<file path="src/rtl/skindet_pkg.sv">
// Shared types and constants for the skin-colour detector controller:
// FSM states, threshold register map, reset thresholds and the window validity rule.
package skindet_pkg;

    typedef enum logic [1:0] {
        ST_IDLE   = 2'd0,
        ST_SYNC   = 2'd1,
        ST_ARMED  = 2'd2,
        ST_ACTIVE = 2'd3
    } state_t;

    localparam logic [1:0] ADDR_TA = 2'd0;
    localparam logic [1:0] ADDR_TB = 2'd1;
    localparam logic [1:0] ADDR_TC = 2'd2;
    localparam logic [1:0] ADDR_TD = 2'd3;

    localparam logic [7:0] THR_TA_RST = 8'd100;
    localparam logic [7:0] THR_TB_RST = 8'd125;
    localparam logic [7:0] THR_TC_RST = 8'd135;
    localparam logic [7:0] THR_TD_RST = 8'd170;

    typedef struct packed {
        logic [7:0] ta;
        logic [7:0] tb;
        logic [7:0] tc;
        logic [7:0] td;
    } thr_t;

    // Both exclusive windows must be non-empty for a threshold set to be usable.
    function automatic logic thr_valid(input thr_t t);
        return (t.ta < t.tb) && (t.tc < t.td);
    endfunction

endpackage

</file>
<file path="src/rtl/skindet_thr_regs.sv">
// Shadow/active threshold banks: host writes land in shadow, a commit strobe validates and copies.
// Writes take one cycle; o_cfg_rdy drops only while a commit is being applied.
module skindet_thr_regs
    import skindet_pkg::*;
#(
    parameter thr_t RST_THR = {THR_TA_RST, THR_TB_RST, THR_TC_RST, THR_TD_RST}
) (
    input  logic       i_clk,
    input  logic       i_rst_n,
    input  logic       i_cfg_vld,
    input  logic [1:0] i_cfg_addr,
    input  logic [7:0] i_cfg_dat,
    output logic       o_cfg_rdy,
    input  logic       i_commit,
    output thr_t       o_thr,
    output logic       o_pending,
    output logic       o_cfg_err
);

    thr_t r_shadow;
    thr_t r_active;
    logic r_pending;
    logic r_cfg_err;
    thr_t w_shadow_wr;
    logic w_wr;

    assign o_cfg_rdy = !i_commit;
    assign w_wr      = i_cfg_vld && !i_commit;

    always_comb begin
        w_shadow_wr = r_shadow;
        case (i_cfg_addr)
            ADDR_TA: w_shadow_wr.ta = i_cfg_dat;
            ADDR_TB: w_shadow_wr.tb = i_cfg_dat;
            ADDR_TC: w_shadow_wr.tc = i_cfg_dat;
            ADDR_TD: w_shadow_wr.td = i_cfg_dat;
        endcase
    end

    always_ff @(posedge i_clk) begin
        if (!i_rst_n) begin
            r_shadow  <= RST_THR;
            r_active  <= RST_THR;
            r_pending <= 1'b0;
            r_cfg_err <= 1'b0;
        end else if (i_commit) begin
            r_pending <= 1'b0;
            if (thr_valid(r_shadow)) begin
                r_active  <= r_shadow;
                r_cfg_err <= 1'b0;
            end else begin
                // Rejected set is discarded so the host edits from what is really in use.
                r_shadow  <= r_active;
                r_cfg_err <= 1'b1;
            end
        end else if (w_wr) begin
            r_shadow  <= w_shadow_wr;
            r_pending <= 1'b1;
        end
    end

    assign o_thr     = r_active;
    assign o_pending = r_pending;
    assign o_cfg_err = r_cfg_err;

endmodule

</file>
<file path="src/rtl/skindet_ctrl.sv">
// Frame-synchronous skin detector controller: enable gating on frame edges, blanking-only threshold
// commits, per-frame saturating skin count reported one cycle after EOF; oCfgReady low on commit cycles.
module skindet_ctrl
    import skindet_pkg::*;
#(
    parameter int         CNT_W  = 20,
    parameter logic [7:0] TA_RST = THR_TA_RST,
    parameter logic [7:0] TB_RST = THR_TB_RST,
    parameter logic [7:0] TC_RST = THR_TC_RST,
    parameter logic [7:0] TD_RST = THR_TD_RST
) (
    input  logic             iClk,
    input  logic             iRst_n,
    input  logic             iEnable,
    input  logic             iCfgValid,
    input  logic [1:0]       iCfgAddr,
    input  logic [7:0]       iCfgData,
    output logic             oCfgReady,
    input  logic             iFrameValid,
    input  logic             iLineValid,
    input  logic             iSkin,
    output logic [7:0]       oTa,
    output logic [7:0]       oTb,
    output logic [7:0]       oTc,
    output logic [7:0]       oTd,
    output logic             oDetEn,
    output logic [CNT_W-1:0] oSkinCount,
    output logic             oCountValid,
    output logic             oCfgErr
);

    localparam logic [CNT_W-1:0] CNT_MAX = '1;

    state_t           r_state;
    state_t           w_state_nxt;
    logic             r_fv;
    logic             r_commit_done;
    logic [CNT_W-1:0] r_count;
    logic [CNT_W-1:0] r_skin_count;
    logic             r_count_vld;
    logic             w_sof;
    logic             w_eof;
    logic             w_pix;
    logic             w_commit;
    logic             w_start;
    logic             w_frame_end;
    logic             w_pending;
    thr_t             w_thr;

    assign w_sof = iFrameValid && !r_fv;
    assign w_eof = !iFrameValid && r_fv;
    assign w_pix = iSkin && iLineValid && iFrameValid;

    // One commit per blanking, and never on an SOF cycle, so a 1-cycle gap defers it.
    assign w_commit = (r_state == ST_ARMED) && w_pending && !iFrameValid && !r_commit_done;

    always_comb begin
        w_state_nxt = r_state;
        oDetEn      = 1'b0;
        w_start     = 1'b0;
        w_frame_end = 1'b0;
        case (r_state)
            ST_IDLE: begin
                if (iEnable) w_state_nxt = ST_SYNC;
            end
            ST_SYNC: begin
                if (!iEnable)         w_state_nxt = ST_IDLE;
                else if (!iFrameValid) w_state_nxt = ST_ARMED;
            end
            ST_ARMED: begin
                if (!iEnable) begin
                    w_state_nxt = ST_IDLE;
                end else if (w_sof) begin
                    w_state_nxt = ST_ACTIVE;
                    w_start     = 1'b1;
                    oDetEn      = 1'b1;
                end
            end
            ST_ACTIVE: begin
                if (w_eof) begin
                    w_frame_end = 1'b1;
                    w_state_nxt = iEnable ? ST_ARMED : ST_IDLE;
                end else begin
                    oDetEn = 1'b1;
                end
            end
            default: w_state_nxt = ST_IDLE;
        endcase
    end

    always_ff @(posedge iClk) begin
        if (!iRst_n) begin
            r_state       <= ST_IDLE;
            r_fv          <= 1'b0;
            r_commit_done <= 1'b0;
            r_count       <= '0;
            r_skin_count  <= '0;
            r_count_vld   <= 1'b0;
        end else begin
            r_state       <= w_state_nxt;
            r_fv          <= iFrameValid;
            r_commit_done <= (r_state == ST_ARMED) && (r_commit_done || w_commit);
            r_count_vld   <= w_frame_end;
            // The SOF cycle already has the mask enabled, so its pixel counts too.
            if (w_start) begin
                r_count <= {{(CNT_W-1){1'b0}}, w_pix};
            end else if ((r_state == ST_ACTIVE) && w_pix && (r_count != CNT_MAX)) begin
                r_count <= r_count + 1'b1;
            end
            if (w_frame_end) r_skin_count <= r_count;
        end
    end

    skindet_thr_regs #(
        .RST_THR ({TA_RST, TB_RST, TC_RST, TD_RST})
    ) u_thr_regs (
        .i_clk      (iClk),
        .i_rst_n    (iRst_n),
        .i_cfg_vld  (iCfgValid),
        .i_cfg_addr (iCfgAddr),
        .i_cfg_dat  (iCfgData),
        .o_cfg_rdy  (oCfgReady),
        .i_commit   (w_commit),
        .o_thr      (w_thr),
        .o_pending  (w_pending),
        .o_cfg_err  (oCfgErr)
    );

    assign oTa         = w_thr.ta;
    assign oTb         = w_thr.tb;
    assign oTc         = w_thr.tc;
    assign oTd         = w_thr.td;
    assign oSkinCount  = r_skin_count;
    assign oCountValid = r_count_vld;

endmodule

</file>
<file path="config.mk">
export PLATFORM = sky130hd
export DESIGN_NAME = skindet_ctrl
export DESIGN_NICKNAME = d
export VERILOG_FILES = /design/src/rtl/skindet_pkg.sv /design/src/rtl/skindet_thr_regs.sv /design/src/rtl/skindet_ctrl.sv
export SDC_FILE = /design/constraint.sdc
export NUM_CORES = 1
export LEC_CHECK = 0
export CORE_MARGIN = 8
export CORE_UTILIZATION = 60
export CTS_CLUSTER_SIZE = 14
export DETAILED_ROUTE_END_ITERATION = 10
export GPL_TIMING_DRIVEN = 1
export HOLD_SLACK_MARGIN = 0.03
export PLACE_DENSITY = 0.94
export REMOVE_ABC_BUFFERS = 1
export SYNTH_ARGS = -nofsm -noshare
export SYNTH_HDL_FRONTEND = slang
export SYNTH_SLANG_ARGS = --single-unit
</file>
<file path="constraint.sdc">
create_clock -name iClk -period 3.2 [get_ports iClk]
set_clock_uncertainty 0.05 [all_clocks]
set_input_delay 0.64 -clock iClk [delete_from_list [all_inputs] [get_ports iClk]]
set_output_delay 0.64 -clock iClk [all_outputs]
set_load 0.005 [all_outputs]
</file>
==> results.sh, run 1 <==
export IMPL_first_iter_violations=550
export IMPL_min_from="oSkinCount[13]"
export IMPL_gp_congestion=0.894
export IMPL_netSwitchingPower_uw=803
export IMPL_fillers=671
export IMPL_crit_family="buffers and inverters"
export IMPL_grt_pass1_vias=5570
export IMPL_synth_top_cell_by_area="dfxtp_1"
export IMPL_cts_tree="built"
export IMPL_wl_um=16000
export IMPL_cp_cell_sequence="clkdlybuf4s50_1 > nand4bb_1 > nor2_2 > inv_2 > clkdlybuf4s50_1"
export IMPL_power_leakage_uw=0.00240
export IMPL_async_flop_share_pct=0
export IMPL_wl_per_cell_um=18.7
export IMPL_coreArea_sq_um=9150
export IMPL_grt_overflow_total=0
export IMPL_io_buffer_count=72
export IMPL_first_pass_iters=6
export IMPL_clockBufferDepth=2
export IMPL_die_area_sq_um=12700
export IMPL_grt_pass1_wl_um=26400
export IMPL_slew_headroom_pct=23.1
export IMPL_hold_slack_ns=0.410
export IMPL_synth_common_cells="dfxtp_1 (111), nand2_1 (74), nand3_1 (61), a21oi_1 (52), a31oi_1 (51)"
export IMPL_synthTopCellsByArea="dfxtp_1 (39%), a31oi_1 (5.7%), nand3_1 (5.4%)"
export IMPL_vias_per_cell=6.75
export IMPL_clock_power_share_pct=33.0
export IMPL_outcome="finished clean"
export IMPL_hold_buffers=0
export IMPL_p_comb_share_pct=13.1
export IMPL_path_buf_inv=3
export IMPL_power_uw=2640
export IMPL_clk_pin_slew_ns=0.12
export IMPL_hold_path_depth=2
export IMPL_endpoint_kind="output port"
export IMPL_nNetsFinal=774
export IMPL_ys_flop_type="dfxtp_1"
export IMPL_syn_to_final_growth_pct=17.4
export IMPL_cap_violations=0
export IMPL_syn_area_per_cell_sq_um=7.98
export IMPL_grt_total_usage_pct=24.7
export IMPL_ios=73
export IMPL_crit_required_ns=2.51
export IMPL_crit_path_frequent_cell="clkdlybuf4s50_1"
export IMPL_cts_sinks=111
export IMPL_finalCritPeriodShare_pct=89.1
export IMPL_synth_edff_count=0
export IMPL_worst_r2r_cell_count=8
export IMPL_dpl_hpwl_um=10600
export IMPL_finalHoldViolCount=0
export IMPL_drive_gt1_share_pct=6.56
export IMPL_ys_ff_latch=111
export IMPL_seqPwrFrac_pct=53.9
export IMPL_slew_violations=0
export IMPL_r2r_slack_ns=0.36
export IMPL_start_util_pct=61.5
export IMPL_synth_cell_types=50
export IMPL_layout_setup_ws_ns=0.348
export IMPL_ir_worst_vdd_mv=0.231
export IMPL_num_antenna_cells=0
export IMPL_rsz0062_at_grt="false"
export IMPL_cts_resized=0
export IMPL_post_route_drc_count=0
export IMPL_critical_path_class="in2out"
export IMPL_cts_htree_levels=3
export IMPL_synth_seq_area_share_pct=39.5
export IMPL_antenna_found_initial=0
export IMPL_cts_buffers=9
export IMPL_synth_top_area_share_pct=39.5
export IMPL_vias=5795
export IMPL_synth_most_common_cell="dfxtp_1"
export IMPL_switching_share_pct=30.4
export IMPL_rows=35
export IMPL_hold_end="oSkinCount[13]"
export IMPL_netlist_instances=705
export IMPL_p_per_area_nw_per_um2=399
export IMPL_worstPathArrival_ns=2.16
export IMPL_timing_fmax_mhz=351
export IMPL_insertion_delay_ns=0.39
export IMPL_cp_slowest_cell="clkdlybuf4s50_1"
export IMPL_root_buffer="clkbuf_8"
export IMPL_reg2reg_to="u_thr_regs.o_thr[23]"
export IMPL_multi_input_area_sq_um=3100
export IMPL_postRouteAntennaNets=0
export IMPL_start_kind="input port"
export IMPL_r2r_start="u_thr_regs.r_shadow[22]"
export IMPL_dp_slack_ns=0.295
export IMPL_critPathMaxStageDelay_ns=0.49
export IMPL_die_y_um=113
export IMPL_grt_max_degree=63
export IMPL_worst_slew_pin_slew_ns=1.15
export IMPL_p_int_uw=1840
export IMPL_path_max_fanout=6
export IMPL_yosys_warnings=0
export IMPL_seqCellArea_sq_um=2220
export IMPL_die_w_um=113
export IMPL_hold_path_class="reg2reg"
export IMPL_cts_setup_buffers=0
export IMPL_syn_area_sq_um=5630
export IMPL_finalCriticalPeriod_ns=2.85
export IMPL_setup_viol=0
-- cell families after synthesis --
family                   Yosys count  share of synthesized area [%]
AND/OR/NAND/NOR                  283                           26.2
flip-flops                       111                           39.5
XOR/XNOR                           8                           1.25
buffers and inverters             79                           5.94
multiplexers                      18                           3.29
adder cells (fa/ha/maj)           15                           3.33
AO/OA/AOI/OAI                    191                           20.5
-- registers in the layout, indices dropped and copies added (netlist names) --
register and count:
u_thr_regs.o_pending 1, r_state 2, r_count 20, u_thr_regs.o_thr 32, r_commit_done 1, u_thr_regs.o_cfg_err 1, r_fv 1, oSkinCount 20
u_thr_regs.r_shadow 32, oCountValid 1
-- worst max-delay path by stage --
stage / start / end / depth (start not counted) / slack, ns
final: iFrameValid / oCfgReady / 5 / 0.35
after global routing: u_thr_regs.r_shadow[22] / u_thr_regs.o_thr[23] / 8 / 0.22
after CTS: iFrameValid / oCfgReady / 5 / 0.36
after detailed placement: iFrameValid / r_count[16] / 6 / 0.30
after global placement: iFrameValid / oCfgReady / 5 / 0.40
after floorplan: iFrameValid / u_thr_regs.r_shadow[0] / 6 / -1.21
-- worst min-delay path, stage by stage, from the launching register on --
cell and delay, ns:
dfxtp_1 0.33, nand2_1 0.05, a21oi_1 0.05
-- final cells by class --
cell class	instances	area share [%]
multi-input combinational	515	46.9
sequential	111	33.6
timing repair buffer	87	13.2
tap	111	2.10
clock buffer	9	1.88
clock inverter	7	1.27
inverter	18	1.02
-- per-layer routing --
metal	vias up	GRT usage (%)	wire (um)
met1	2687	27.5	6080
met5	-	0	0
li1	2677	-	-
met3	77	6.71	1520
met4	0	12.5	618
met2	354	42.6	7830
-- power by group through the flow --
stage               registers, uW  clock network, uW  logic [uW]
floorplan                    1450                  0         204
global placement             1450                  0         318
detailed placement           1450                  0         332
CTS                          1420                876         337
global route                 1420                930         374
finish                       1420                870         347
-- through the flow --
step / setup TNS, ns / std cells / cell area [sq um] / utilization [%]
floorplan: -40.41 / 644 / 5360 / -
global placement: 0 / 842 / 6400 / 69.9
detailed placement: 0 / 842 / 6400 / 69.9
CTS: 0 / 858 / 6610 / 72.2
global route: 0 / 858 / 6610 / 72.2
finish: 0 / 858 / 6610 / 72.2
-- placed cells by master, fill, tap and decap left out, types with 3 or more instances in the layout --
master / Yosys / final
buf_4: 6 / 12
o211ai_1: 4 / 4
ha_1: 15 / 15
dfxtp_1: 111 / 111
a31oi_1: 51 / 51
or3_1: 4 / 4
a21oi_1: 52 / 52
mux2i_1: 14 / 14
a211oi_1: 17 / 17
o21ai_1: 7 / 6
nor2b_1: 5 / 5
nand3_1: 61 / 61
xnor2_1: 6 / 6
nand2_1: 74 / 73
o21ai_0: 36 / 36
buf_12: 0 / 3
inv_8: 0 / 3
mux2_2: 4 / 4
and3_1: 6 / 6
nand4_1: 35 / 35
nor2_1: 41 / 40
or4_1: 6 / 6
nor4_1: 20 / 20
inv_1: 17 / 17
and2_1: 8 / 7
clkbuf_8: 0 / 9
o31ai_1: 15 / 15
nand2b_1: 6 / 6
clkdlybuf4s50_1: 0 / 72
Power figures use the tool's default switching activity.
==> run 2, diff against run 1 <==
--- a/config.mk
+++ b/config.mk
@@ -13,6 +13,7 @@
 export HOLD_SLACK_MARGIN = 0.03
 export PLACE_DENSITY = 0.94
 export REMOVE_ABC_BUFFERS = 1
+export SLEW_MARGIN = 5
 export SYNTH_ARGS = -nofsm -noshare
 export SYNTH_HDL_FRONTEND = slang
 export SYNTH_SLANG_ARGS = --single-unit
==> results of run 2 <==
Final layout, timing and power as in run 1 (identical DEF).
==> run 3, diff against run 2 <==
--- a/config.mk
+++ b/config.mk
@@ -6,12 +6,12 @@
 export NUM_CORES = 1
 export LEC_CHECK = 0
 export CORE_MARGIN = 8
-export CORE_UTILIZATION = 60
+export CORE_UTILIZATION = 56
 export CTS_CLUSTER_SIZE = 14
 export DETAILED_ROUTE_END_ITERATION = 10
 export GPL_TIMING_DRIVEN = 1
 export HOLD_SLACK_MARGIN = 0.03
-export PLACE_DENSITY = 0.94
+export PLACE_DENSITY = 0.89
 export REMOVE_ABC_BUFFERS = 1
 export SLEW_MARGIN = 5
 export SYNTH_ARGS = -nofsm -noshare
==> constraint.sdc (replaced) <==
create_clock -name iClk -period 2.7 [get_ports iClk]
set_clock_uncertainty 0.05 [all_clocks]
set_input_delay 0.54 -clock iClk [delete_from_list [all_inputs] [get_ports iClk]]
set_output_delay 0.54 -clock iClk [all_outputs]
set_load 0.005 [all_outputs]
==> results.sh, run 3 (synthesis results as in run 1) <==
export IMPL_setup_viol=0
export IMPL_vias_per_cell=6.52
export IMPL_timing_fmax_mhz=385
export IMPL_root_buffer="clkbuf_8"
export IMPL_grt_overflow_total=0
export IMPL_io_buffer_count=72
export IMPL_netSwitchingPower_uw=890
export IMPL_wl_um=16000
export IMPL_p_comb_share_pct=13.7
export IMPL_crit_path_frequent_cell="clkdlybuf4s50_1"
export IMPL_critical_path_class="in2out"
export IMPL_cts_tree="built"
export IMPL_antenna_found_initial=0
export IMPL_cts_setup_buffers=0
export IMPL_ir_worst_vdd_mv=0.355
export IMPL_clk_pin_slew_ns=0.10
export IMPL_drive_gt1_share_pct=7.29
export IMPL_post_route_drc_count=0
export IMPL_dpl_hpwl_um=10700
export IMPL_crit_required_ns=2.11
export IMPL_die_w_um=116
export IMPL_insertion_delay_ns=0.39
export IMPL_rsz0062_at_grt="false"
export IMPL_cap_violations=0
export IMPL_grt_pass1_wl_um=26100
export IMPL_endpoint_kind="output port"
export IMPL_switching_share_pct=29.0
export IMPL_seqPwrFrac_pct=55.0
export IMPL_min_from="oSkinCount[15]"
export IMPL_gp_congestion=0.837
export IMPL_r2r_start="u_thr_regs.r_shadow[19]"
export IMPL_cp_cell_sequence="clkdlybuf4s50_1 > nand4bb_1 > nor2_2 > inv_2 > clkdlybuf4s50_1"
export IMPL_power_leakage_uw=0.00243
export IMPL_cp_slowest_cell="clkdlybuf4s50_1"
export IMPL_worst_slew_pin_slew_ns=0.612
export IMPL_vias=5783
export IMPL_cts_sinks=111
export IMPL_hold_buffers=0
export IMPL_path_buf_inv=3
export IMPL_crit_family="buffers and inverters"
export IMPL_nNetsFinal=781
export IMPL_grt_total_usage_pct=23.5
export IMPL_p_int_uw=2170
export IMPL_hold_path_class="reg2reg"
export IMPL_path_max_fanout=6
export IMPL_grt_max_degree=63
export IMPL_final_common_cell="dfxtp_1"
export IMPL_final_util_pct=68.4
export IMPL_seqCellArea_sq_um=2220
export IMPL_hold_path_depth=2
export IMPL_reg2reg_to="u_thr_regs.o_thr[8]"
export IMPL_finalCritPeriodShare_pct=96.1
export IMPL_finalCriticalPeriod_ns=2.60
export IMPL_slew_violations=0
export IMPL_cts_buffers=9
export IMPL_cts_htree_levels=3
export IMPL_start_kind="input port"
export IMPL_dpl_cell_count=871
export IMPL_first_pass_iters=5
export IMPL_rows=36
export IMPL_finalHoldViolCount=0
export IMPL_num_antenna_cells=0
export IMPL_final_cell_mix="dfxtp_1 (111), nand2_1 (73), clkdlybuf4s50_1 (72), nand3_1 (61), a21oi_1 (52)"
export IMPL_cts_resized=0
export IMPL_final_area_sq_um=6680
export IMPL_slew_headroom_pct=59.0
export IMPL_fin_setup_tns_ns=0
export IMPL_clockBufferDepth=2
export IMPL_start_util_pct=57.6
export IMPL_hold_end="oSkinCount[15]"
export IMPL_place_area_sq_um=6500
export IMPL_coreArea_sq_um=9770
export IMPL_syn_to_final_growth_pct=18.8
export IMPL_r2r_slack_ns=0.17
export IMPL_wl_per_cell_um=18.1
export IMPL_postRouteAntennaNets=0
export IMPL_outcome="finished clean"
export IMPL_first_iter_violations=634
export IMPL_worst_r2r_cell_count=8
export IMPL_die_y_um=116
export IMPL_p_per_area_nw_per_um2=458
export IMPL_die_area_sq_um=13500
export IMPL_grt_pass1_vias=5584
export IMPL_fillers=778
export IMPL_ios=73
export IMPL_fin_cells=887
export IMPL_critPathMaxStageDelay_ns=0.50
export IMPL_multi_input_area_sq_um=3100
export IMPL_clock_power_share_pct=31.3
export IMPL_worstPathArrival_ns=2.01
[run 3: cell types whose count changed in the layout (fill, tap and decap cells not counted), sizes merged]
cell	previous run	this run
inv	22	18
clkbuf	9	12
buf	15	22
clkinv	3	4
[run 3: worst max path at each step]
stage | startpoint | end | slack, ns | cells after the start
detailed placement | iFrameValid | r_count[13] | 0.05 | 6
finish | iFrameValid | oCfgReady | 0.10 | 5
floorplan | iFrameValid | u_thr_regs.r_shadow[0] | -1.61 | 6
global placement | iFrameValid | oCfgReady | 0.14 | 5
global route | u_thr_regs.r_shadow[19] | u_thr_regs.o_thr[22] | 0.0007 | 8
CTS | iFrameValid | oCfgReady | 0.11 | 5
[run 3: worst register-to-register path: stages, from the launching register on]
cell and delay (ns):
dfxtp_1 0.39, inv_1 0.08, ha_1 0.22, or4_1 0.54
a21oi_2 0.21, o311ai_4 0.12, buf_4 0.32, nor4_1 0.35
o21ai_1 0.12
[run 3: final cells by class]
cell class	instances	share of cell area [%]
Tap cell	133	2.49
Sequential cell	111	33.2
Multi-Input combinational cell	515	46.4
Clock buffer	12	2.17
Inverter	18	1.01
Clock inverter	4	0.468
Timing Repair Buffer	94	14.2
[run 3: metal layers]
metal	wire length [um]	vias to the layer above	track usage, %
li1	-	2690	-
met1	6160	2755	27.3
met2	7950	305	40.8
met3	1520	33	4.34
met4	384	0	11.5
met5	0	-	0
[run 3: power groups by stage]
| stage | Sequential [uW] | Combinational [uW] | Clock, uW |
|---|---|---|---|
| floorplan | 1710 | 241 | 0 |
| global placement | 1720 | 388 | 0 |
| detailed placement | 1720 | 405 | 0 |
| CTS | 1680 | 408 | 956 |
| global route | 1690 | 457 | 1020 |
| finish | 1680 | 419 | 960 |
[run 3: per-stage QoR]
step	power (uW)	hold WS, ns	setup WS, ns
after detailed placement	2130	0.396	0.0488
final	3060	0.417	0.105
after global placement	2110	0.396	0.136
after floorplan	1960	0.403	-1.61
after CTS	3050	0.410	0.108
after global routing	3170	0.441	0.000714
